### src/rtl/zap_wb_arbiter_if.sv
// zap_wb_arbiter_if
// Bundles the two cache-side Wishbone masters, the shared external bus and
// the grant vector seen by zap_wb_arbiter.
//   slave  : arbiter view (takes master requests, drives the shared bus)
//   master : environment view (caches, bus slave and observers)
interface zap_wb_arbiter_if;

   // Master 0 (instruction cache)
   logic        i_m0_wb_cyc;
   logic        i_m0_wb_stb;
   logic        i_m0_wb_wen;
   logic [3:0]  i_m0_wb_sel;
   logic [31:0] i_m0_wb_adr;
   logic [31:0] i_m0_wb_dat;
   logic [2:0]  i_m0_wb_cti;
   logic        o_m0_wb_ack;
   logic        o_m0_wb_err;
   logic [31:0] o_m0_wb_dat;

   // Master 1 (data cache)
   logic        i_m1_wb_cyc;
   logic        i_m1_wb_stb;
   logic        i_m1_wb_wen;
   logic [3:0]  i_m1_wb_sel;
   logic [31:0] i_m1_wb_adr;
   logic [31:0] i_m1_wb_dat;
   logic [2:0]  i_m1_wb_cti;
   logic        o_m1_wb_ack;
   logic        o_m1_wb_err;
   logic [31:0] o_m1_wb_dat;

   // Shared external bus
   logic        o_wb_cyc;
   logic        o_wb_stb;
   logic        o_wb_wen;
   logic [3:0]  o_wb_sel;
   logic [31:0] o_wb_adr;
   logic [31:0] o_wb_dat;
   logic [2:0]  o_wb_cti;
   logic [31:0] i_wb_dat;
   logic        i_wb_ack;

   // One-hot current owner, 00 when nobody holds the bus
   logic [1:0]  o_grant;

   modport slave (
      input  i_m0_wb_cyc, i_m0_wb_stb, i_m0_wb_wen, i_m0_wb_sel,
             i_m0_wb_adr, i_m0_wb_dat, i_m0_wb_cti,
      output o_m0_wb_ack, o_m0_wb_err, o_m0_wb_dat,
      input  i_m1_wb_cyc, i_m1_wb_stb, i_m1_wb_wen, i_m1_wb_sel,
             i_m1_wb_adr, i_m1_wb_dat, i_m1_wb_cti,
      output o_m1_wb_ack, o_m1_wb_err, o_m1_wb_dat,
      output o_wb_cyc, o_wb_stb, o_wb_wen, o_wb_sel,
             o_wb_adr, o_wb_dat, o_wb_cti,
      input  i_wb_dat, i_wb_ack,
      output o_grant
   );

   modport master (
      output i_m0_wb_cyc, i_m0_wb_stb, i_m0_wb_wen, i_m0_wb_sel,
             i_m0_wb_adr, i_m0_wb_dat, i_m0_wb_cti,
      input  o_m0_wb_ack, o_m0_wb_err, o_m0_wb_dat,
      output i_m1_wb_cyc, i_m1_wb_stb, i_m1_wb_wen, i_m1_wb_sel,
             i_m1_wb_adr, i_m1_wb_dat, i_m1_wb_cti,
      input  o_m1_wb_ack, o_m1_wb_err, o_m1_wb_dat,
      input  o_wb_cyc, o_wb_stb, o_wb_wen, o_wb_sel,
             o_wb_adr, o_wb_dat, o_wb_cti,
      output i_wb_dat, i_wb_ack,
      input  o_grant
   );

endinterface

### src/rtl/zap_wb_arbiter.sv
// zap_wb_arbiter
// Two-master Wishbone arbiter (instruction cache = master 0, data cache =
// master 1) in front of one shared bus. A granted master keeps the bus until
// it drops cyc, so bursts are never split. A 16-bit watchdog aborts a
// transfer whose stb has waited TIMEOUT cycles (1..65535) without ack.
// Optional feature: define ZAP_WB_ARB_RR_EN for round-robin between
// simultaneous requests; otherwise master 1 wins ties (fixed priority).
module zap_wb_arbiter #(
   parameter int unsigned TIMEOUT = 255
) (
   input  logic             i_clk,
   input  logic             i_reset,   // asynchronous, active low
   zap_wb_arbiter_if.slave  bus
);

   localparam logic [15:0] TIMEOUT_C = 16'(TIMEOUT);

   typedef enum logic [1:0] {
      ST_IDLE  = 2'd0,
      ST_GNT0  = 2'd1,
      ST_GNT1  = 2'd2,
      ST_ABORT = 2'd3
   } state_t;

   state_t      state_reg;
   logic [1:0]  grant_reg;
   logic [1:0]  err_reg;
   logic [15:0] tmo_cnt_reg;
   logic [15:0] tmo_cnt_next;
   logic        abort_owner_reg;   // master index that was aborted

`ifdef ZAP_WB_ARB_RR_EN
   logic        last_owner_reg;    // 1 = master 1 was granted last
`endif

   // Per-master request fields gathered into index-able arrays
   logic [1:0]  m_cyc;
   logic [1:0]  m_stb;
   logic [1:0]  m_wen;
   logic [3:0]  m_sel [2];
   logic [31:0] m_adr [2];
   logic [31:0] m_dat [2];
   logic [2:0]  m_cti [2];

   logic [1:0]  ack_vec;
   logic        granted;
   logic        owner;
   logic        owner_cyc;
   logic        abort_cyc;
   logic        req_any;
   logic        pick_m1;

   assign m_cyc    = {bus.i_m1_wb_cyc, bus.i_m0_wb_cyc};
   assign m_stb    = {bus.i_m1_wb_stb, bus.i_m0_wb_stb};
   assign m_wen    = {bus.i_m1_wb_wen, bus.i_m0_wb_wen};
   assign m_sel[0] = bus.i_m0_wb_sel;
   assign m_sel[1] = bus.i_m1_wb_sel;
   assign m_adr[0] = bus.i_m0_wb_adr;
   assign m_adr[1] = bus.i_m1_wb_adr;
   assign m_dat[0] = bus.i_m0_wb_dat;
   assign m_dat[1] = bus.i_m1_wb_dat;
   assign m_cti[0] = bus.i_m0_wb_cti;
   assign m_cti[1] = bus.i_m1_wb_cti;

   assign granted      = (state_reg == ST_GNT0) || (state_reg == ST_GNT1);
   assign owner        = (state_reg == ST_GNT1);
   assign owner_cyc    = m_cyc[owner];
   assign abort_cyc    = m_cyc[abort_owner_reg];
   assign req_any      = |m_cyc;
   assign tmo_cnt_next = tmo_cnt_reg + 16'd1;

   // Tie-break: round-robin away from the last owner, or master 1 always
`ifdef ZAP_WB_ARB_RR_EN
   assign pick_m1 = m_cyc[1] & (~m_cyc[0] | ~last_owner_reg);
`else
   assign pick_m1 = m_cyc[1];
`endif

   // Bus ack reaches a master only while that master holds the grant
   genvar gi;
   generate
      for (gi = 0; gi < 2; gi++) begin : g_ack
         assign ack_vec[gi] = grant_reg[gi] & bus.i_wb_ack;
      end
   endgenerate

   assign bus.o_m0_wb_ack = ack_vec[0];
   assign bus.o_m1_wb_ack = ack_vec[1];
   assign bus.o_m0_wb_err = err_reg[0];
   assign bus.o_m1_wb_err = err_reg[1];
   assign bus.o_m0_wb_dat = bus.i_wb_dat;
   assign bus.o_m1_wb_dat = bus.i_wb_dat;
   assign bus.o_grant     = grant_reg;

   // Route the owner's request onto the bus; idle pattern otherwise
   always_comb begin
      bus.o_wb_cyc = 1'b0;
      bus.o_wb_stb = 1'b0;
      bus.o_wb_wen = 1'b0;
      bus.o_wb_sel = 4'h0;
      bus.o_wb_adr = 32'h0;
      bus.o_wb_dat = 32'h0;
      bus.o_wb_cti = 3'b111;
      if (granted) begin
         bus.o_wb_cyc = m_cyc[owner];
         bus.o_wb_stb = m_stb[owner];
         bus.o_wb_wen = m_wen[owner];
         bus.o_wb_sel = m_sel[owner];
         bus.o_wb_adr = m_adr[owner];
         bus.o_wb_dat = m_dat[owner];
         bus.o_wb_cti = m_cti[owner];
      end
   end

   // Arbitration FSM with watchdog counter, grant and error registers
   always_ff @(posedge i_clk or negedge i_reset) begin
      if (!i_reset) begin
         state_reg       <= ST_IDLE;
         grant_reg       <= 2'b00;
         err_reg         <= 2'b00;
         tmo_cnt_reg     <= 16'd0;
         abort_owner_reg <= 1'b0;
`ifdef ZAP_WB_ARB_RR_EN
         last_owner_reg  <= 1'b1;
`endif
      end else begin
         err_reg <= 2'b00;
         case (state_reg)
            ST_IDLE: begin
               tmo_cnt_reg <= 16'd0;
               if (req_any) begin
                  if (pick_m1) begin
                     state_reg <= ST_GNT1;
                     grant_reg <= 2'b10;
                  end else begin
                     state_reg <= ST_GNT0;
                     grant_reg <= 2'b01;
                  end
`ifdef ZAP_WB_ARB_RR_EN
                  last_owner_reg <= pick_m1;
`endif
               end
            end

            ST_GNT0, ST_GNT1: begin
               if (!owner_cyc) begin
                  // Owner finished its cycle: release after this edge
                  state_reg   <= ST_IDLE;
                  grant_reg   <= 2'b00;
                  tmo_cnt_reg <= 16'd0;
               end else if (!m_stb[owner] || bus.i_wb_ack) begin
                  tmo_cnt_reg <= 16'd0;
               end else if (tmo_cnt_next == TIMEOUT_C) begin
                  // Slave never answered: flag the owner and park the bus
                  state_reg       <= ST_ABORT;
                  grant_reg       <= 2'b00;
                  err_reg[owner]  <= 1'b1;
                  abort_owner_reg <= owner;
                  tmo_cnt_reg     <= tmo_cnt_next;
               end else begin
                  tmo_cnt_reg <= tmo_cnt_next;
               end
            end

            ST_ABORT: begin
               tmo_cnt_reg <= 16'd0;
               if (!abort_cyc) begin
                  state_reg <= ST_IDLE;
               end
            end

            default: begin
               state_reg   <= ST_IDLE;
               grant_reg   <= 2'b00;
               tmo_cnt_reg <= 16'd0;
            end
         endcase
      end
   end

endmodule

### src/flat_wrapper.sv
// flat-port wrapper written by rule: the top's interface ports become plain ports
module zap_wb_arbiter_flat 
#(
   parameter int unsigned TIMEOUT = 255
)
  (i_clk, i_reset, bus_i_m0_wb_cyc, bus_i_m0_wb_stb, bus_i_m0_wb_wen, bus_i_m0_wb_sel, bus_i_m0_wb_adr, bus_i_m0_wb_dat, bus_i_m0_wb_cti, bus_o_m0_wb_ack, bus_o_m0_wb_err, bus_o_m0_wb_dat, bus_i_m1_wb_cyc, bus_i_m1_wb_stb, bus_i_m1_wb_wen, bus_i_m1_wb_sel, bus_i_m1_wb_adr, bus_i_m1_wb_dat, bus_i_m1_wb_cti, bus_o_m1_wb_ack, bus_o_m1_wb_err, bus_o_m1_wb_dat, bus_o_wb_cyc, bus_o_wb_stb, bus_o_wb_wen, bus_o_wb_sel, bus_o_wb_adr, bus_o_wb_dat, bus_o_wb_cti, bus_i_wb_dat, bus_i_wb_ack, bus_o_grant);
  zap_wb_arbiter_if bus_i ();
  input  logic i_clk;
  input  logic i_reset;
  input wire logic [$bits(bus_i.i_m0_wb_cyc)-1:0] bus_i_m0_wb_cyc;
  input wire logic [$bits(bus_i.i_m0_wb_stb)-1:0] bus_i_m0_wb_stb;
  input wire logic [$bits(bus_i.i_m0_wb_wen)-1:0] bus_i_m0_wb_wen;
  input wire logic [$bits(bus_i.i_m0_wb_sel)-1:0] bus_i_m0_wb_sel;
  input wire logic [$bits(bus_i.i_m0_wb_adr)-1:0] bus_i_m0_wb_adr;
  input wire logic [$bits(bus_i.i_m0_wb_dat)-1:0] bus_i_m0_wb_dat;
  input wire logic [$bits(bus_i.i_m0_wb_cti)-1:0] bus_i_m0_wb_cti;
  output wire logic [$bits(bus_i.o_m0_wb_ack)-1:0] bus_o_m0_wb_ack;
  output wire logic [$bits(bus_i.o_m0_wb_err)-1:0] bus_o_m0_wb_err;
  output wire logic [$bits(bus_i.o_m0_wb_dat)-1:0] bus_o_m0_wb_dat;
  input wire logic [$bits(bus_i.i_m1_wb_cyc)-1:0] bus_i_m1_wb_cyc;
  input wire logic [$bits(bus_i.i_m1_wb_stb)-1:0] bus_i_m1_wb_stb;
  input wire logic [$bits(bus_i.i_m1_wb_wen)-1:0] bus_i_m1_wb_wen;
  input wire logic [$bits(bus_i.i_m1_wb_sel)-1:0] bus_i_m1_wb_sel;
  input wire logic [$bits(bus_i.i_m1_wb_adr)-1:0] bus_i_m1_wb_adr;
  input wire logic [$bits(bus_i.i_m1_wb_dat)-1:0] bus_i_m1_wb_dat;
  input wire logic [$bits(bus_i.i_m1_wb_cti)-1:0] bus_i_m1_wb_cti;
  output wire logic [$bits(bus_i.o_m1_wb_ack)-1:0] bus_o_m1_wb_ack;
  output wire logic [$bits(bus_i.o_m1_wb_err)-1:0] bus_o_m1_wb_err;
  output wire logic [$bits(bus_i.o_m1_wb_dat)-1:0] bus_o_m1_wb_dat;
  output wire logic [$bits(bus_i.o_wb_cyc)-1:0] bus_o_wb_cyc;
  output wire logic [$bits(bus_i.o_wb_stb)-1:0] bus_o_wb_stb;
  output wire logic [$bits(bus_i.o_wb_wen)-1:0] bus_o_wb_wen;
  output wire logic [$bits(bus_i.o_wb_sel)-1:0] bus_o_wb_sel;
  output wire logic [$bits(bus_i.o_wb_adr)-1:0] bus_o_wb_adr;
  output wire logic [$bits(bus_i.o_wb_dat)-1:0] bus_o_wb_dat;
  output wire logic [$bits(bus_i.o_wb_cti)-1:0] bus_o_wb_cti;
  input wire logic [$bits(bus_i.i_wb_dat)-1:0] bus_i_wb_dat;
  input wire logic [$bits(bus_i.i_wb_ack)-1:0] bus_i_wb_ack;
  output wire logic [$bits(bus_i.o_grant)-1:0] bus_o_grant;
  assign bus_i.i_m0_wb_cyc = bus_i_m0_wb_cyc;
  assign bus_i.i_m0_wb_stb = bus_i_m0_wb_stb;
  assign bus_i.i_m0_wb_wen = bus_i_m0_wb_wen;
  assign bus_i.i_m0_wb_sel = bus_i_m0_wb_sel;
  assign bus_i.i_m0_wb_adr = bus_i_m0_wb_adr;
  assign bus_i.i_m0_wb_dat = bus_i_m0_wb_dat;
  assign bus_i.i_m0_wb_cti = bus_i_m0_wb_cti;
  assign bus_o_m0_wb_ack = bus_i.o_m0_wb_ack;
  assign bus_o_m0_wb_err = bus_i.o_m0_wb_err;
  assign bus_o_m0_wb_dat = bus_i.o_m0_wb_dat;
  assign bus_i.i_m1_wb_cyc = bus_i_m1_wb_cyc;
  assign bus_i.i_m1_wb_stb = bus_i_m1_wb_stb;
  assign bus_i.i_m1_wb_wen = bus_i_m1_wb_wen;
  assign bus_i.i_m1_wb_sel = bus_i_m1_wb_sel;
  assign bus_i.i_m1_wb_adr = bus_i_m1_wb_adr;
  assign bus_i.i_m1_wb_dat = bus_i_m1_wb_dat;
  assign bus_i.i_m1_wb_cti = bus_i_m1_wb_cti;
  assign bus_o_m1_wb_ack = bus_i.o_m1_wb_ack;
  assign bus_o_m1_wb_err = bus_i.o_m1_wb_err;
  assign bus_o_m1_wb_dat = bus_i.o_m1_wb_dat;
  assign bus_o_wb_cyc = bus_i.o_wb_cyc;
  assign bus_o_wb_stb = bus_i.o_wb_stb;
  assign bus_o_wb_wen = bus_i.o_wb_wen;
  assign bus_o_wb_sel = bus_i.o_wb_sel;
  assign bus_o_wb_adr = bus_i.o_wb_adr;
  assign bus_o_wb_dat = bus_i.o_wb_dat;
  assign bus_o_wb_cti = bus_i.o_wb_cti;
  assign bus_i.i_wb_dat = bus_i_wb_dat;
  assign bus_i.i_wb_ack = bus_i_wb_ack;
  assign bus_o_grant = bus_i.o_grant;
  zap_wb_arbiter #(.TIMEOUT(TIMEOUT)) u_core (.i_clk(i_clk), .i_reset(i_reset), .bus(bus_i));
endmodule
### config.mk
export PLATFORM = sky130hd
export DESIGN_NAME = zap_wb_arbiter_flat
export DESIGN_NICKNAME = d
export VERILOG_FILES = /design/src/rtl/zap_wb_arbiter_if.sv /design/src/rtl/zap_wb_arbiter.sv /design/src/flat_wrapper.sv
export SDC_FILE = /design/constraint.sdc
export NUM_CORES = 1
export LEC_CHECK = 0
export BUFFER_PORTS_ARGS = -buffer_cell sky130_fd_sc_hd__clkbuf_2
export CAP_MARGIN = 20
export CORE_AREA = 3 3 126 128
export CTS_CLUSTER_SIZE = 14
export DETAILED_ROUTE_END_ITERATION = 10
export DIE_AREA = 0 0 129 131
export GPL_TIMING_DRIVEN = 0
export PLACE_DENSITY = 0.67
export SLEW_MARGIN = 20
export SYNTH_ARGS = -nofsm -noshare
export SYNTH_HDL_FRONTEND = slang
export SYNTH_SLANG_ARGS = --single-unit
### constraint.sdc
create_clock -name i_clk -period 2 [get_ports i_clk]
set_input_delay 0.2 -clock i_clk [delete_from_list [all_inputs] [get_ports i_clk]]
set_output_delay 0.2 -clock i_clk [all_outputs]
set_load 0.02 [all_outputs]
==> out/results.tsv <==
stage	metric	value	unit
cts	htreeDepth	1	
final_layout	final_cell_mix	clkbuf_2 (234), buf_4 (108), nor2b_1 (49)	
routing	finalWirelength	15500	µm
routing	drtPass1Iterations	4	
timing	setup_ws	-0.101	ns
grt	grt_pass1_wl	18600	µm
final_layout	stdcell_area	6400	µm²
synthesis	syn_area_per_cell	8.21	µm²
floorplan	die_area	16900	µm²
routing	wl_per_cell	16.9	µm
placed_design	port_buffers	294	
routing	num_vias	3885	
worst_setup_path	cp_num_cells	7	
routing	viasPerCell	4.26	
final_layout	areaGrowthSynthToFinish	100	%
worst_setup_path	cp_top_family	simple AND/OR/NAND/NOR gates	
worst_hold_path	hold_path_class	in -> reg	
worst_setup_path	end_kind	flop	
cts	clkSlewWorstSetupHoldPaths	0.06	ns
floorplan	num_rows	45	
final_layout	largest_reg_flops	16	
grt	use_met3	0.0264	
power	peakVddDrop	541	µV
routing	drc	0	
placed_design	gp_congestion	0.798	
synthesis	ys_types	42	
timing	fin_tns_setup	-0.449	ns
outcome	outcome	complete, but fails checks	
grt	top_usage_layer	met2	
final_layout	antenna_cells	0	
worst_setup_path	r2r_cells	7	
synthesis	synth-seq-area-share	0.180	
timing	slew_headroom	0.610	
synthesis	synthCells	389	
placed_design	dp_hpwl	11600	µm
synthesis	yosys.area_share.simple	0.279	
timing	maxSlewViolCount	0	
worst_setup_path	arrival	2.24	ns
timing	fin_skew	0.00257	ns
worst_setup_path	r2r-end	u_core.abort_owner_reg	
worst_setup_path	worst_setup_path_start_kind	flop	
timing	fmax	0.476	GHz
timing	worstMarginPinSlew	0.585	ns
floorplan	ioPinCount	327	
worst_setup_path	slowest_delay	0.43	ns
worst_hold_path	hold_depth	4	
timing	finalSetupViolations	13	
grt	antenna_found_initial	1	
power	powerDensity	1460	nW/µm²
floorplan	floorplan.initialDensity	0.213	
cts	cts_buffers	3	
floorplan	die-width	129	µm
final_layout	mostFrequentLayoutCell	clkbuf_2	
synthesis	synth_top_family_by_area	simple AND/OR/NAND/NOR gates	
placed_design	dp.cells	871	
routing	first_iter_violations	86	
run	maxCapViolations	0	
synthesis	synth_compound_area_frac	0.0486	
final_layout	fin_nets	914	
power	p_leak	3.24	nW
final_layout	drive_above_1_share	0.706	
cts	cts_tree	done	
worst_setup_path	path_buf_inv	1	
worst_setup_path	path_cells	buf_6 -> nand3_4 -> nor4_4 -> nand4_1 -> a211oi_2 -> nand4_1 -> mux2_4	
worst_hold_path	worstHoldEndpoint	u_core.bus.o_grant[1]	
synthesis	syn-cell-area	3200	µm²
synthesis	synth_fa_ha_area_frac	0.0196	
cts	cts.sinks	23	
timing	finalHoldViolations	0	
synthesis	yosysWarnings	0	
worst_setup_path	reg2reg_from	u_core.tmo_cnt_reg[3]	
timing	rsz0062_at_grt	true	
worst_setup_path	cp_slowest_cell	nor4_4	
outcome	violations	setup timing	
timing	post-route-min-period	2.10	ns
worst_setup_path	cp.required	2.14	ns
grt	overflow	0	
placed_design	post_dp_cell_area	4960	µm²
grt	grt_pass1_vias	3464	
routing	ant_nets	0	
grt	gr-usage-met1	0.174	
final_layout	finalCoreUtilization	0.428	
cts	clk_latency	0.25	ns
final_layout	final_cells	913	
worst_setup_path	rrSetupSlack	-0.10	ns
worst_setup_path	cp_common_cell	nand4_1	
synthesis	synth-xor-area-share	0.0411	
timing	period_share	1.05	
synthesis	ys_ff_latch	23	
grt	grt_use_total	0.138	
floorplan	core_region_area	15000	µm²
worst_setup_path	crit_fanout	6	
floorplan	die_h	131	µm
grt	grt_max_degree	24	
cts	clockBufferDepth	2	
synthesis	syn_nets	577	
worst_hold_path	hp-start	bus_i_m1_wb_cyc	
grt	grtUsageMet2	0.254	
synthesis	muxShareOfSynthArea	0.245	
worst_setup_path	path_class	reg -> reg	
cts	cts_root_buf	clkbuf_16	
-- cell families after synthesis --
family	after synthesis
mux	78
simple gates	152
xor+xnor	15
fa+ha+maj	5
flops	23
buf+inv	93
compound gates	23
-- worst max-delay path by stage --
stage                                startpoint                      to
after floorplan           u_core.tmo_cnt_reg[3]   u_core.bus.o_grant[0]
after global placement      u_core.state_reg[0]        bus_o_wb_adr[31]
after detailed placement    u_core.state_reg[1]        bus_o_wb_adr[31]
after CTS                 u_core.tmo_cnt_reg[1]  u_core.abort_owner_reg
after global routing      u_core.tmo_cnt_reg[1]  u_core.abort_owner_reg
final                     u_core.tmo_cnt_reg[3]  u_core.abort_owner_reg
-- report_power, final --
| part | switching [W] | internal, W |
|---|---|---|
| Clock | 0.000163 | 0.000269 |
| Sequential | 0.0000478 | 0.000513 |
| Combinational | 0.00402 | 0.00433 |
| Total | 0.00423 | 0.00511 |
-- cell type report --
| class | instances | area, µm² |
|---|---|---|
| clock inverter | 1 | 5.00 |
| inverter | 8 | 32.5 |
| sequential | 23 | 584 |
| timing repair buffer | 333 | 2140 |
| buffer | 84 | 778 |
| tap | 188 | 235 |
| clock buffer | 3 | 75.1 |
| multi-input combinational | 273 | 2550 |
| fill | 1478 | 8570 |
-- synth_stat cells (all sizes together) --
master  count  area share
a211o       1      0.0031
a211oi      1      0.0024
a21oi       5      0.0078
a311oi      2      0.0074
a31o        2      0.0055
a31oi       3      0.0059
and2        3      0.0059
and3        3      0.0059
and4        1      0.0027
and4b       1      0.0035
buf        74        0.16
clkbuf     11       0.013
dfrtp      23        0.18
ha          5       0.020
inv         8      0.0094
mux2        3       0.011
mux2i      75        0.23
nand2      19       0.022
nand2b      2      0.0039
nand3       6       0.013
nand4       7       0.020
nor2       24       0.028
nor2b      74        0.14
nor3        5      0.0078
nor3b       2      0.0047
nor4        2      0.0086
nor4b       1      0.0027
o21ai       6      0.0094
o22ai       2      0.0039
o311a       1      0.0031
or2b        1      0.0024
or3         1      0.0020
xnor2       8       0.022
xor2        7       0.019
-- timing repair --
item / CTS / global route
setup endpoints to repair: 90 / 69
hold buffers: 1 / 0
gates cloned: 0 / 9
pin swaps: 12 / 2
gates resized for setup: 83 / 226
setup buffers: 16 / 13
hold endpoints to repair: 23 / 0
-- worst reg2reg max path, stage by stage (launching register included) --
cell      delay [ns]
dfrtp_1         0.34
buf_6           0.13
nand3_4         0.12
nor4_4          0.43
nand4_1         0.22
a211oi_2        0.22
nand4_1         0.19
mux2_4          0.33
-- through the flow --
step	setup slack (ns)	power, W	hold slack, ns
floorplan	0.00292	0.00418	-0.0956
global placement	-0.420	0.00601	0.243
detailed placement	-0.451	0.00602	0.242
CTS	-0.0709	0.00717	0.324
global route	-0.191	0.00984	0.350
finish	-0.101	0.00935	0.330
-- metal layers --
layer	vias up	share of wire
met2	131	0.53
met4	2	0.010
met5	-	0.00045
met1	1816	0.40
met3	14	0.064
li1	1922	-
No activity file was read; power rests on OpenSTA's default activity.
